[config.mk]
export PLATFORM = sky130hd
export DESIGN_NAME = truth_table_scanner
export DESIGN_NICKNAME = d
export VERILOG_FILES = /design/src/rtl/tt_scan_pkg.sv /design/src/rtl/tt_settle_timer.sv /design/src/rtl/truth_table_scanner.sv
export SDC_FILE = /design/constraint.sdc
export NUM_CORES = 1
export LEC_CHECK = 0
export ABC_AREA = 1
export CORE_AREA = 2 2 59 61
export DETAILED_ROUTE_END_ITERATION = 16
export DIE_AREA = 0 0 61 63
export PLACE_DENSITY = 0.73
export SYNTH_ARGS = -nofsm -noshare
export SYNTH_HDL_FRONTEND = slang
export SYNTH_SLANG_ARGS = --single-unit
export TNS_END_PERCENT = 10
[constraint.sdc]
create_clock -name clk -period 3.63 [get_ports clk]
set_clock_uncertainty 0.2 [all_clocks]
set_input_delay 0.363 -clock clk [delete_from_list [all_inputs] [get_ports clk]]
set_output_delay 0.363 -clock clk [all_outputs]
set_load 0.01 [all_outputs]
[src/rtl/tt_scan_pkg.sv]
// tt_scan_pkg: shared types and sizing for the truth-table scanner.
package tt_scan_pkg;

   typedef enum logic [1:0] {IDLE, WAIT, SAMPLE, DONE} state_t;

   localparam int CNT_W = 8;

   function automatic int tbl_w(input int n);
      return 1 << n;
   endfunction

endpackage

[src/rtl/tt_settle_timer.sv]
// tt_settle_timer: settle counter that raises expire on its SETTLE-th counted cycle.
module tt_settle_timer
   import tt_scan_pkg::*;
#(
   parameter int SETTLE = 1
) (
   input  logic clk,
   input  logic rst_n,
   input  logic clr,
   output logic expire
);

   logic [CNT_W-1:0] cnt_q, cnt_d;

   always_comb begin
      cnt_d  = clr ? '0 : cnt_q + 1'b1;
      expire = cnt_q == CNT_W'(SETTLE - 1);
   end

   always_ff @(posedge clk or negedge rst_n)
      if (!rst_n) cnt_q <= '0;
      else        cnt_q <= cnt_d;

endmodule

[src/rtl/truth_table_scanner.sv]
// truth_table_scanner: walks x over 0..2^N-1, waits SETTLE cycles per vector and captures z into table_out.
// Defining TT_COMPARE_EN adds a check of every captured bit against expected_in.
module truth_table_scanner
   import tt_scan_pkg::*;
#(
   parameter  int N      = 4,
   parameter  int SETTLE = 1,
   localparam int TW     = tbl_w(N)
) (
   input  logic          clk,
   input  logic          rst_n,
   input  logic          start,
   input  logic          z_in,
   output logic [N-1:0]  x_out,
   output logic          busy,
   output logic          done,
   output logic          valid,
   output logic [TW-1:0] table_out
`ifdef TT_COMPARE_EN
   ,
   input  logic [TW-1:0] expected_in,
   output logic [N:0]    mismatch_cnt,
   output logic [N-1:0]  first_mismatch,
   output logic          pass
`endif
);

   state_t          state_q, state_d;
   logic [N-1:0]    x_q, x_d;
   logic [TW-1:0]   table_q, table_d;
   logic            valid_q, valid_d;
   logic            expire, accept, sample;

   tt_settle_timer #(.SETTLE(SETTLE)) u_timer (
      .clk    (clk),
      .rst_n  (rst_n),
      .clr    (state_q != WAIT),
      .expire (expire)
   );

   always_ff @(posedge clk or negedge rst_n)
      if (!rst_n) state_q <= IDLE;
      else        state_q <= state_d;

   always_comb begin
      state_d = state_q;
      case (state_q)
         IDLE:    state_d = start ? WAIT : IDLE;
         WAIT:    state_d = expire ? SAMPLE : WAIT;
         SAMPLE:  state_d = &x_q ? DONE : WAIT;
         default: state_d = IDLE;
      endcase
   end

   always_comb begin
      busy = state_q != IDLE;
      done = state_q == DONE;
   end

   always_comb begin
      accept  = state_q == IDLE && start;
      sample  = state_q == SAMPLE;
      x_d     = accept ? '0 : (sample && !(&x_q)) ? x_q + 1'b1 : x_q;
      valid_d = accept ? 1'b0 : done ? 1'b1 : valid_q;
      table_d = table_q;
      if (sample) table_d[x_q] = z_in;
   end

   always_ff @(posedge clk or negedge rst_n)
      if (!rst_n) begin
         x_q     <= '0;
         table_q <= '0;
         valid_q <= 1'b0;
      end else begin
         x_q     <= x_d;
         table_q <= table_d;
         valid_q <= valid_d;
      end

   assign x_out     = x_q;
   assign valid     = valid_q;
   assign table_out = table_q;

`ifdef TT_COMPARE_EN
   logic [TW-1:0] exp_q, exp_d;
   logic [N:0]    mcnt_q, mcnt_d;
   logic [N-1:0]  first_q, first_d;
   logic          pass_q, pass_d, miss;

   // first_mismatch only latches while the count is still zero
   always_comb begin
      miss    = sample && z_in != exp_q[x_q];
      exp_d   = accept ? expected_in : exp_q;
      mcnt_d  = accept ? '0 : miss ? mcnt_q + 1'b1 : mcnt_q;
      first_d = accept ? '0 : (miss && mcnt_q == '0) ? x_q : first_q;
      pass_d  = accept ? 1'b0 : done ? (mcnt_q == '0) : pass_q;
   end

   always_ff @(posedge clk or negedge rst_n)
      if (!rst_n) begin
         exp_q   <= '0;
         mcnt_q  <= '0;
         first_q <= '0;
         pass_q  <= 1'b0;
      end else begin
         exp_q   <= exp_d;
         mcnt_q  <= mcnt_d;
         first_q <= first_d;
         pass_q  <= pass_d;
      end

   assign mismatch_cnt   = mcnt_q;
   assign first_mismatch = first_q;
   assign pass           = pass_q;
`endif

endmodule

==> flow_summary.yaml <==
run_status:
  run_status: "finished, final reports clean"
worst_setup_path:
  rr_startpoint: "x_out[0]"
  crit_path_max_fanout: 15
  cp-start-kind: "register"
  critical_path_buf_inv_count: 1
  worstPathArrival_ns: 1.55
  critical-path-slowest-cell: "clkdlybuf4s50_1"
  critPathLaunch: "x_out[2]"
  cp_cell_sequence: "clkdlybuf4s50_1"
  critical_path_required_ns: 3.07
  cpLargestDelayFamily: "buffers and inverters"
  cpPeakStageDelay_ns: 0.62
  cp-end-kind: "primary output"
  path_class: "reg2out"
yosys:
  synth_area_um2: 1520
  synth-seq-area-share_pct: 51.1
  syn_nets: 196
  synth-seq-cells: 31
  syn_inst: 186
  ys_warn_count: 0
  ys_types: 21
  synth_area_per_cell_um2: 8.16
cts:
  clock_latency_ns: 0.33
  cts-htree-levels: 2
  clockBufferDepth: 2
  numClockSinks: 31
  cts_tree: "done"
  hold_buffers: 0
  clkTransAtPathRegs_ns: 0.10
  postCtsSetupRepairBufs: 0
  cts_resized: 0
  root_buffer: "clkbuf_4"
  cts_inserted_buffers: 5
global_route:
  antenna_found_initial: 0
  grt_overflow: 0
  grt_pass1_vias: 1249
  grt_pass1_wl_um: 5230
  grt_max_degree: 32
  grtUsageTotal_pct: 18.4
floorplan:
  rows: 21
  die_h_um: 63
  die_x_um: 61
  dieArea_um2: 3840
  initial_core_util_pct: 47.0
  core-area_um2: 3230
  io_pins: 27
power:
  p_leak_nw: 0.847
  power.density_nw_per_um2: 634
  ir_worst_vdd_mv: 0.384
timing:
  setup_slack_ns: 1.52
  worst_pin_slew_ns: 0.400
  timing.fmax_mhz: 474
  min_period_ns: 2.11
  slew_headroom_pct: 73.3
  setup_viol: 0
  drv_slew: 0
  final-hold-violation-count: 0
  post-route-period-util_pct: 58.1
  rsz0062_at_grt: "no"
  tns_ns: 0
finish:
  finalNetCount: 226
  layout-drive-gt1-share_pct: 8.29
  diodes: 0
  area_delta_synth_final_pct: 23.9
placed_design:
  routabilityCongestion: 0.834
  numPortBuffers: 26
  dp_slack_ns: 1.88
  hpwl_um: 2220
drt:
  num_vias: 1256
  drt_iter0_drc: 65
  route.detailed.drc: 0
  ant_nets: 0
  routed_wirelength_um: 2920
  dr.pass1.iters: 4
  routedWlPerCell_um: 11.1
  via_per_inst: 4.78
flow_run:
  maxCapViolCount: 0
hold_path:
  min_path_type: "in2async"
[layout by cell type, fill, tap and decap left out, drive strengths merged]
master	netlist	layout
a21oi	3	3
buf	3	1
clkbuf	1	8
clkdlybuf4s50	0	26
clkinv	1	1
dfrtp	31	31
ha	6	6
inv	22	22
nand2	43	43
nand3	14	14
nand4	2	2
nor2	24	24
nor3	1	1
nor3b	1	1
o21ai	32	32
or2	2	2
[final timing paths]
path	to	slack, ns	depth (start not counted)
setup / recovery	x_out[2]	1.52	1
min in group clk	table_out[9]	0.29	2
hold reg to reg	table_out[9]	0.29	2
max in group asynchronous	u_timer.cnt_q[7]	2.74	2
hold / removal	table_out[14]	0.21	2
setup reg to reg	table_out[2]	2.02	7
[stage by stage]
stage / utilization (%) / hold slack, ns / instances / area [um2] / total power [mW]
after floorplan: - / -0.133 / 186 / 1520 / 0.767
after global placement: 56.1 / 0.262 / 255 / 1810 / 0.967
after detailed placement: 56.1 / 0.271 / 255 / 1810 / 0.977
after CTS: 58.2 / 0.207 / 263 / 1880 / 1.21
after global routing: 58.2 / 0.226 / 263 / 1880 / 1.30
final: 58.2 / 0.208 / 263 / 1880 / 1.19
[cell type report]
type | count | area (um2)
Tap cell | 46 | 57.6
Timing Repair Buffer | 27 | 268
Multi-Input combinational cell | 128 | 622
Fill cell | 314 | 1350
Clock buffer | 8 | 68.8
Sequential cell | 31 | 776
Inverter | 23 | 88.8
[where the power goes]
group          switching (mW)  total, mW  internal [mW]
combinational           0.249      0.461          0.213
sequential             0.0716      0.500          0.428
clock                   0.118      0.232          0.114
total                   0.438       1.19          0.754
[flip-flops by register name, indices dropped and copies added (netlist names)]
name	flops
valid	1
u_timer.cnt_q	8
state_q	2
table_out	16
x_out	4
[kinds of logic (layout without fill, tap and decap cells)]
logic type	count (synthesis)	count (layout)	share of synthesized area, %
and+or+nand+nor	87	87	24.5
AOI/OAI and AO/OA	35	35	11.5
DFF	31	31	51.1
buffers and inverters	27	58	7.91
adders and majority gates	6	6	4.95
[routing by layer]
| layer | global-route usage [%] | share of wire [%] | vias up |
|---|---|---|---|
| met5 | 0 | 0 | - |
| met4 | 7.88 | 1.8 | 0 |
| met3 | 5.80 | 4.2 | 7 |
| met2 | 30.4 | 50 | 27 |
| met1 | 21.2 | 44 | 568 |
| li1 | - | - | 654 |
[cell usage after synthesis]
cell,number,share of area [%]
clkinv_1,1,0.25
inv_2,4,0.99
nor2_2,2,0.82
or2_1,2,0.82
inv_1,17,4.2
o21ai_0,3,0.99
nand3_1,14,4.6
nor2_1,22,5.4
a21oi_1,3,0.99
buf_6,2,1.5
nand2_1,40,9.9
nand4_1,2,0.82
nor3b_1,1,0.49
o21ai_1,29,9.6
clkbuf_1,1,0.25
inv_4,1,0.41
nand2_2,3,1.2
buf_2,1,0.33
dfrtp_1,31,51
nor3_1,1,0.33
ha_1,6,4.9
[worst reg2reg max path, cell delays in order, from the launching register on]
cell,delay (ns)
dfrtp_1,0.45
inv_1,0.15
ha_1,0.20
inv_1,0.05
nor2_1,0.20
nand2_1,0.12
nand2_1,0.07
o21ai_1,0.06
No activity file was read; power rests on OpenSTA's default activity.
